### config.mk
export PLATFORM = sky130hd
export DESIGN_NAME = credit_pool_control_flat
export DESIGN_NICKNAME = d
export VERILOG_FILES = /design/src/rtl/credit_pool_control_pkg.sv /design/src/rtl/credit_pool_control_if.sv /design/src/rtl/credit_pool_control_arbiter.sv /design/src/rtl/credit_pool_control.sv /design/src/flat_wrapper.sv
export SDC_FILE = /design/constraint.sdc
export NUM_CORES = 1
export LEC_CHECK = 0
export ABC_AREA = 1
export BUFFER_PORTS_ARGS = -buffer_cell sky130_fd_sc_hd__buf_4
export CORE_MARGIN = 5
export CORE_UTILIZATION = 38
export CTS_BUF_LIST = sky130_fd_sc_hd__clkbuf_4 sky130_fd_sc_hd__clkbuf_8 sky130_fd_sc_hd__clkbuf_16
export DETAILED_ROUTE_END_ITERATION = 7
export HOLD_SLACK_MARGIN = 0.06
export PLACE_DENSITY = 0.53
export SETUP_SLACK_MARGIN = 0.05
export SYNTH_ARGS = -nofsm -noshare
export SYNTH_HDL_FRONTEND = slang
export SYNTH_SLANG_ARGS = --single-unit
### constraint.sdc
create_clock -name clock -period 4.8 [get_ports clock]
set_input_delay 0.96 -clock clock [delete_from_list [all_inputs] [get_ports clock]]
set_output_delay 0.96 -clock clock [all_outputs]
set_load 0.005 [all_outputs]
### src/rtl/credit_pool_control_pkg.sv
// Shared definitions for the PSL command credit pool: class ordering,
// pool FSM states, arbitration mode selectors and a width helper.
package credit_pool_control_pkg;

    // Default upper bound on the loadable total credit count.
    localparam int CREDITS_MAX = 64;

    // Arbitration mode selectors.
    localparam int ARB_FIXED = 0;
    localparam int ARB_RR    = 1;

    // Command classes in priority order; index 0 is the highest priority.
    typedef enum logic [2:0] {
        CLS_RESTART  = 3'd0,
        CLS_WED      = 3'd1,
        CLS_WRITE    = 3'd2,
        CLS_PF_WRITE = 3'd3,
        CLS_READ     = 3'd4,
        CLS_PF_READ  = 3'd5
    } credit_class_t;

    // Pool lifecycle: IDLE until a valid total is loaded, ACTIVE while
    // granting, DRAIN while waiting for every outstanding credit to return.
    typedef enum logic [1:0] {
        ST_IDLE   = 2'd0,
        ST_ACTIVE = 2'd1,
        ST_DRAIN  = 2'd2
    } credit_pool_state_t;

    // Index width for n items, never narrower than one bit.
    function automatic int idx_width(input int n);
        return (n > 1) ? $clog2(n) : 1;
    endfunction

endpackage

### src/rtl/credit_pool_control_if.sv
// Command-side bus between the per-class command buffers (master) and the
// credit pool (slave): level requests, one-hot grants and credit returns.
interface credit_pool_control_if
    import credit_pool_control_pkg::*;
#(
    parameter int NUM_CLASSES = 6,
    localparam int IW = idx_width(NUM_CLASSES)
);
    logic [NUM_CLASSES-1:0] req;
    logic [NUM_CLASSES-1:0] grant;
    logic                   ret_valid;
    logic [IW-1:0]          ret_class;

    modport master (
        output req,
        output ret_valid,
        output ret_class,
        input  grant
    );

    modport slave (
        input  req,
        input  ret_valid,
        input  ret_class,
        output grant
    );
endinterface

### src/rtl/credit_pool_control_arbiter.sv
// Combinational one-hot picker over an eligibility vector. Fixed mode always
// searches from index 0; round-robin mode searches upward from ptr, wrapping.
module credit_class_arbiter
    import credit_pool_control_pkg::*;
#(
    parameter int NUM_CLASSES = 6,
    parameter int ARB_MODE    = ARB_FIXED,
    localparam int IW = idx_width(NUM_CLASSES)
) (
    input  logic [NUM_CLASSES-1:0] elig,
    input  logic [IW-1:0]          ptr,
    output logic [NUM_CLASSES-1:0] pick,
    output logic [IW-1:0]          pick_idx,
    output logic                   pick_valid
);
    localparam logic [IW:0] NUM_W = (IW+1)'(NUM_CLASSES);

    logic [IW-1:0] base;
    logic [IW:0]   cand;

    assign base = (ARB_MODE == ARB_RR) ? ptr : '0;

    // First eligible class walking upward from base, modulo NUM_CLASSES.
    always_comb begin
        pick       = '0;
        pick_idx   = '0;
        pick_valid = 1'b0;
        cand       = '0;
        for (int off = 0; off < NUM_CLASSES; off++) begin
            cand = {1'b0, base} + (IW+1)'(off);
            if (cand >= NUM_W) begin
                cand = cand - NUM_W;
            end
            if (!pick_valid && elig[cand[IW-1:0]]) begin
                pick_valid             = 1'b1;
                pick_idx               = cand[IW-1:0];
                pick[cand[IW-1:0]]     = 1'b1;
            end
        end
    end

endmodule

### src/rtl/credit_pool_control.sv
// PSL command credit pool. Each class owns a guaranteed reserve; credits
// beyond the reserves form a shared pool borrowed on demand. At most one
// registered grant per cycle; returns are accounted in every state.
module credit_pool_control
    import credit_pool_control_pkg::*;
#(
    parameter int NUM_CLASSES        = 6,
    parameter int CREDITS_MAX        = credit_pool_control_pkg::CREDITS_MAX,
    parameter int RESERVED_PER_CLASS = 4,
    parameter int ARB_MODE           = ARB_FIXED,
    localparam int CW = $clog2(CREDITS_MAX + 1),
    localparam int IW = idx_width(NUM_CLASSES)
) (
    input  logic                    clock,
    input  logic                    rstn,
    input  logic                    credits_load_valid,
    input  logic [CW-1:0]           credits_load_value,
    input  logic                    drain_req,
    credit_pool_control_if.slave    bus,
    output logic [CW-1:0]           credits_free,
    output logic [CW-1:0]           credits_inflight,
    output logic                    drained,
    output logic                    active,
    output logic [2:0]              error_flags
);
    localparam logic [CW-1:0] RES_SUM  = CW'(NUM_CLASSES * RESERVED_PER_CLASS);
    localparam logic [CW-1:0] RES_PER  = CW'(RESERVED_PER_CLASS);
    localparam logic [CW-1:0] T_MAX    = CW'(CREDITS_MAX);
    localparam logic [CW-1:0] ONE      = CW'(1);
    localparam logic [IW-1:0] LAST_IDX = IW'(NUM_CLASSES - 1);

    credit_pool_state_t     state_reg, state_next;
    logic [CW-1:0]          total_reg, total_next;
    logic [CW-1:0]          shared_used_reg, shared_used_next;
    logic [CW-1:0]          inflight_reg, inflight_next;
    logic [CW-1:0]          free_reg;
    logic [NUM_CLASSES-1:0] grant_reg;
    logic [IW-1:0]          ptr_reg;
    logic [2:0]             err_reg;

    logic [CW-1:0]          shared_total;
    logic                   shared_avail;
    logic                   grant_en;
    logic                   do_grant;
    logic                   ret_in_range;
    logic                   load_ok;
    logic                   load_err;
    logic [NUM_CLASSES-1:0] elig;
    logic [NUM_CLASSES-1:0] pick;
    logic [IW-1:0]          pick_idx;
    logic                   pick_valid;
    logic [NUM_CLASSES-1:0] win_vec;
    logic [NUM_CLASSES-1:0] ret_ok_vec;
    logic [NUM_CLASSES-1:0] ret_bad_vec;
    logic [NUM_CLASSES-1:0] shared_inc;
    logic [NUM_CLASSES-1:0] shared_dec;

    assign shared_total = (total_reg >= RES_SUM) ? (total_reg - RES_SUM) : '0;
    assign shared_avail = (shared_used_reg < shared_total);
    assign grant_en     = (state_reg == ST_ACTIVE) && !drain_req;
    assign ret_in_range = (bus.ret_class <= LAST_IDX);
    assign load_ok      = (credits_load_value >= RES_SUM) && (credits_load_value <= T_MAX);

    credit_class_arbiter #(
        .NUM_CLASSES (NUM_CLASSES),
        .ARB_MODE    (ARB_MODE)
    ) u_arbiter (
        .elig       (elig),
        .ptr        (ptr_reg),
        .pick       (pick),
        .pick_idx   (pick_idx),
        .pick_valid (pick_valid)
    );

    assign win_vec  = grant_en ? pick : '0;
    assign do_grant = grant_en && pick_valid;

    // Per-class in-use counters. A grant and a valid return to the same
    // class in one cycle cancel, so neither the counter nor the shared
    // pool moves.
    generate
        for (genvar gi = 0; gi < NUM_CLASSES; gi++) begin : gen_class
            logic [CW-1:0] inuse_reg;
            logic          ret_hit;
            logic          ret_ok;
            logic          inc;
            logic          dec;

            assign ret_hit         = bus.ret_valid && ret_in_range && (bus.ret_class == IW'(gi));
            assign ret_ok          = ret_hit && (inuse_reg != '0);
            assign ret_ok_vec[gi]  = ret_ok;
            assign ret_bad_vec[gi] = ret_hit && (inuse_reg == '0);
            assign elig[gi]        = bus.req[gi] && ((inuse_reg < RES_PER) || shared_avail);
            assign inc             = win_vec[gi] && !ret_ok;
            assign dec             = ret_ok && !win_vec[gi];
            assign shared_inc[gi]  = inc && (inuse_reg >= RES_PER);
            assign shared_dec[gi]  = dec && (inuse_reg > RES_PER);

            // Count credits held by this class.
            always_ff @(posedge clock or negedge rstn) begin
                if (!rstn) begin
                    inuse_reg <= '0;
                end else if (inc) begin
                    inuse_reg <= inuse_reg + ONE;
                end else if (dec) begin
                    inuse_reg <= inuse_reg - ONE;
                end
            end
        end
    endgenerate

    // Pool-wide counters: at most one grant and one return per cycle.
    always_comb begin
        shared_used_next = shared_used_reg
                         + ((|shared_inc) ? ONE : '0)
                         - ((|shared_dec) ? ONE : '0);
        inflight_next    = inflight_reg
                         + (do_grant ? ONE : '0)
                         - ((|ret_ok_vec) ? ONE : '0);
    end

    // Next-state and total-credit decode for the pool lifecycle.
    always_comb begin
        state_next = state_reg;
        total_next = total_reg;
        load_err   = 1'b0;
        case (state_reg)
            ST_IDLE: begin
                if (credits_load_valid) begin
                    if (load_ok) begin
                        state_next = ST_ACTIVE;
                        total_next = credits_load_value;
                    end else begin
                        load_err = 1'b1;
                    end
                end
            end
            ST_ACTIVE: begin
                if (drain_req) begin
                    state_next = ST_DRAIN;
                end
            end
            ST_DRAIN: begin
                if (inflight_reg == '0) begin
                    state_next = ST_IDLE;
                    total_next = '0;
                end
            end
            default: begin
                state_next = ST_IDLE;
                total_next = '0;
            end
        endcase
    end

    // Register state, totals, grant, round-robin pointer and sticky errors.
    always_ff @(posedge clock or negedge rstn) begin
        if (!rstn) begin
            state_reg       <= ST_IDLE;
            total_reg       <= '0;
            shared_used_reg <= '0;
            inflight_reg    <= '0;
            free_reg        <= '0;
            grant_reg       <= '0;
            ptr_reg         <= '0;
            err_reg         <= '0;
        end else begin
            state_reg       <= state_next;
            total_reg       <= total_next;
            shared_used_reg <= shared_used_next;
            inflight_reg    <= inflight_next;
            free_reg        <= total_next - inflight_next;
            grant_reg       <= win_vec;
            if ((ARB_MODE == ARB_RR) && do_grant) begin
                ptr_reg <= (pick_idx == LAST_IDX) ? '0 : (pick_idx + IW'(1));
            end
            err_reg <= err_reg | {bus.ret_valid && !ret_in_range, |ret_bad_vec, load_err};
        end
    end

    assign bus.grant        = grant_reg;
    assign credits_free     = free_reg;
    assign credits_inflight = inflight_reg;
    assign drained          = (state_reg == ST_DRAIN) && (inflight_reg == '0);
    assign active           = (state_reg == ST_ACTIVE);
    assign error_flags      = err_reg;

endmodule

### src/flat_wrapper.sv
// flat-port wrapper written by rule: the top's interface ports become plain ports
module credit_pool_control_flat import credit_pool_control_pkg::*;
#(
    parameter int NUM_CLASSES        = 6,
    parameter int CREDITS_MAX        = credit_pool_control_pkg::CREDITS_MAX,
    parameter int RESERVED_PER_CLASS = 4,
    parameter int ARB_MODE           = ARB_FIXED,
    localparam int CW = $clog2(CREDITS_MAX + 1),
    localparam int IW = idx_width(NUM_CLASSES)
)
  (clock, rstn, credits_load_valid, credits_load_value, drain_req, credits_free, credits_inflight, drained, active, error_flags, bus_req, bus_ret_valid, bus_ret_class, bus_grant);
  credit_pool_control_if #(.NUM_CLASSES(NUM_CLASSES)) bus_i ();
  input  logic clock;
  input  logic rstn;
  input  logic credits_load_valid;
  input  logic [CW-1:0] credits_load_value;
  input  logic drain_req;
  output logic [CW-1:0] credits_free;
  output logic [CW-1:0] credits_inflight;
  output logic drained;
  output logic active;
  output logic [2:0] error_flags;
  input wire logic [$bits(bus_i.req)-1:0] bus_req;
  input wire logic [$bits(bus_i.ret_valid)-1:0] bus_ret_valid;
  input wire logic [$bits(bus_i.ret_class)-1:0] bus_ret_class;
  output wire logic [$bits(bus_i.grant)-1:0] bus_grant;
  assign bus_i.req = bus_req;
  assign bus_i.ret_valid = bus_ret_valid;
  assign bus_i.ret_class = bus_ret_class;
  assign bus_grant = bus_i.grant;
  credit_pool_control #(.NUM_CLASSES(NUM_CLASSES), .CREDITS_MAX(CREDITS_MAX), .RESERVED_PER_CLASS(RESERVED_PER_CLASS), .ARB_MODE(ARB_MODE)) u_core (.clock(clock), .rstn(rstn), .credits_load_valid(credits_load_valid), .credits_load_value(credits_load_value), .drain_req(drain_req), .bus(bus_i), .credits_free(credits_free), .credits_inflight(credits_inflight), .drained(drained), .active(active), .error_flags(error_flags));
endmodule
==> results.cfg <==
[worst_hold_path]
min_path_type = reg -> reg

[grt]
grt_max_degree = 52
grtUsageTotal_pct = 14.8
met2_usage_pct = 25.0
grt_use_met1_pct = 19.0
overflow = 0
grt_antenna_before_repair = 0
grt_use_met3_pct = 3.06
busiest_layer = met2
grt_pass1_wl_um = 21500
grt_pass1_vias = 4552

[synth]
yosysWarnings = 0
synth_cell_types = 42
postSynthCellCount = 702
synth_top_cell_by_area = dfrtp_1
synth.area.top_cells = dfrtp_1 (35%), ha_1 (15%), nand2_1 (9.1%), inv_1 (7.3%), xor2_1 (4.7%)
avgSynthCellArea_um2 = 8.24
ys_ff_latch = 81
syn_area_um2 = 5780
synth.top_cell.area_share_pct = 35.1
ys_seq_area_share_pct = 35.1
synth_nets = 803

[drt]
drt_iter0_drc = 190
drt_first_pass_iters = 4
wl_per_cell_um = 13.7
drc = 0
ant_nets = 0
vias_per_cell = 4.93
num_vias = 4696
totalWireLength_um = 13100

[clock_network]
cts_sinks = 81
cts_tree = done
cts_buffers = 9
cts_root_buf = clkbuf_16
clk_pin_slew_ns = 0.07
cts_buffer_depth = 2
h-tree-depth = 3
clock_latency_ns = 0.35

[pwr]
irDropWorstVdd_uv = 267
power.leakage_nw = 3.54
pwr-share-comb_pct = 62.0
total_power_w = 0.00521
p_per_area_nw_per_um2 = 747
p_sw_w = 0.00244
power_frac_seq_pct = 24.9
internal_power_w = 0.00277
clkPwrFrac_pct = 13.0
swShare_pct = 46.8

[floorplanning]
start_util_pct = 38.3
die_y_um = 133
die_w_um = 133
io_pins = 46
dieArea_um2 = 17800
rows = 45
core_um2 = 15100

[sta]
clock.fmax_ghz = 0.221
tns_ns = 0
setup_violations = 0
tightest_slew_ns = 0.667
period_minus_slack_ns = 4.52
finClkSkew_ns = 0.0102
final_hold_viol_count = 0
maxSlewHeadroom_pct = 55.5
finalMaxSlewViolations = 0
post-route-period-util_pct = 94.2
hold_ws_ns = 0.482
rsz0062_at_grt = yes

[finish]
n_antenna_cell = 0
nFillCells = 1474
regArea_um2 = 2030
final_util_pct = 46.2
layout_commonest_cell = nand2_1
drive_gt1_share_pct = 19.8
area_delta_synth_final_pct = 20.6
layout_common_cells = nand2_1 (128), inv_1 (110), dfrtp_1 (81)
final_nets = 860
largest_reg_flops = 42
multi_input_area_um2 = 3600

[setup_path]
crit_top_cell = nand2_4
crit_path_end_kind = flip-flop
cp.arrival_ns = 4.75
worst-path-buf-inv = 3
cp_slowest_cell = dfrtp_1
critPathRequiredTime_ns = 5.03
crit_type = reg -> reg
critPathMaxStageDelay_ns = 0.40
critPathTopFamily = adder cells
cp-start-kind = flip-flop
cp_max_fo = 6
reg2reg_slack_ns = 0.28

[placed_design]
portBuffers = 45
dp_hpwl_um = 10200
place_congestion = 0.814

[run]
cap_violations = 0

[status]
outcome = completed
==> metal layers <==
| metal | wire length (um) | share of wire (%) | vias up |
|---|---|---|---|
| met5 | 0 | 0 | - |
| met2 | 6490 | 50 | 58 |
| li1 | - | - | 2402 |
| met1 | 5910 | 45 | 2218 |
| met3 | 432 | 3.3 | 18 |
| met4 | 228 | 1.7 | 0 |
==> what timing repair did <==
action	in CTS	in global routing
endpoints found under the setup margin	1	3
gates resized for setup	1	62
buffers inserted	0	4
pin swaps	1	29
hold buffers	0	0
==> worst paths after layout <==
path,cells past startpoint,to,startpoint
setup / recovery,27,u_core.shared_used_reg[6]$_DFF_PN0_,u_core.total_reg[3]$_DFF_PN0_
hold / removal,1,u_core.error_flags[0]$_DFF_PN0_,u_core.error_flags[0]$_DFF_PN0_
setup reg to reg,27,u_core.shared_used_reg[6]$_DFF_PN0_,u_core.total_reg[3]$_DFF_PN0_
hold reg to reg,1,u_core.error_flags[0]$_DFF_PN0_,u_core.error_flags[0]$_DFF_PN0_
max in group asynchronous,2,u_core.bus.grant[0]$_DFF_PN0_,rstn
min in group asynchronous,1,u_core.gen_class[3].inuse_reg[3]$_DFFE_PN0P_,rstn
==> layout make-up <==
| cell class | count | share of cell area [%] |
|---|---|---|
| clock buffers | 10 | 3.43 |
| clock inverters | 6 | 0.700 |
| inverters | 116 | 6.24 |
| multi-input cells | 499 | 51.6 |
| flip-flops and latches | 81 | 29.1 |
| well taps | 188 | 3.37 |
| repair buffers | 52 | 5.60 |
==> cells by family after synthesis <==
logic type	share of synthesized area (%)
compound gates	10.0
simple gates	22.5
buf+inv	7.92
xor+xnor	6.06
fa+ha+maj	18.5
flops	35.1
==> power groups by stage <==
| stage | clock network (W) | registers [W] | logic [W] |
|---|---|---|---|
| after detailed placement | 0 | 0.00130 | 0.00286 |
| after CTS | 0.000702 | 0.00129 | 0.00288 |
| after global routing | 0.000724 | 0.00135 | 0.00368 |
| final | 0.000678 | 0.00130 | 0.00323 |
| after global placement | 0 | 0.00129 | 0.00278 |
| after floorplan | 0 | 0.00124 | 0.00221 |
==> through the flow <==
stage | instances | instance area [um2] | setup WS [ns]
6_report | 952 | 6970 | 0.277
5_1_grt | 952 | 6970 | 0.0233
4_1_cts | 948 | 6650 | 0.0990
3_5_place_dp | 932 | 6350 | 0.0155
3_3_place_gp | 932 | 6350 | 0.0474
2_1_floorplan | 702 | 5780 | 0.565
==> cell usage after synthesis, drive strengths merged <==
master and number:
ha 71, fa 9, a211o 1, o21a 1
o2111ai 1, inv 116, clkbuf 6, o22ai 7
or2 10, xor2 31, and2 1, nand2 153
o21ai 39, o21bai 4, nor4 4, o31ai 2
nand3b 1, a22oi 1, o211ai 1, dfrtp 81
a31o 3, xnor2 9, nor3 13, and3 1
nand4 9, nor3b 1, a21oi 41, a221oi 1
a31oi 1, nor2 43, nand3 40
==> worst reg2reg max path: cells and delay by family, from the launching register on <==
| kind | cells | cell delay, ns |
|---|---|---|
| adder cells (fa/ha/maj) | 6 | 1.50 |
| AO/OA/AOI/OAI | 6 | 1.09 |
| AND/OR/NAND/NOR | 11 | 1.09 |
| flip-flops | 1 | 0.40 |
| buffers and inverters | 3 | 0.17 |
| XOR/XNOR | 1 | 0.14 |
Note: power is estimated with default switching activity, not from simulation.
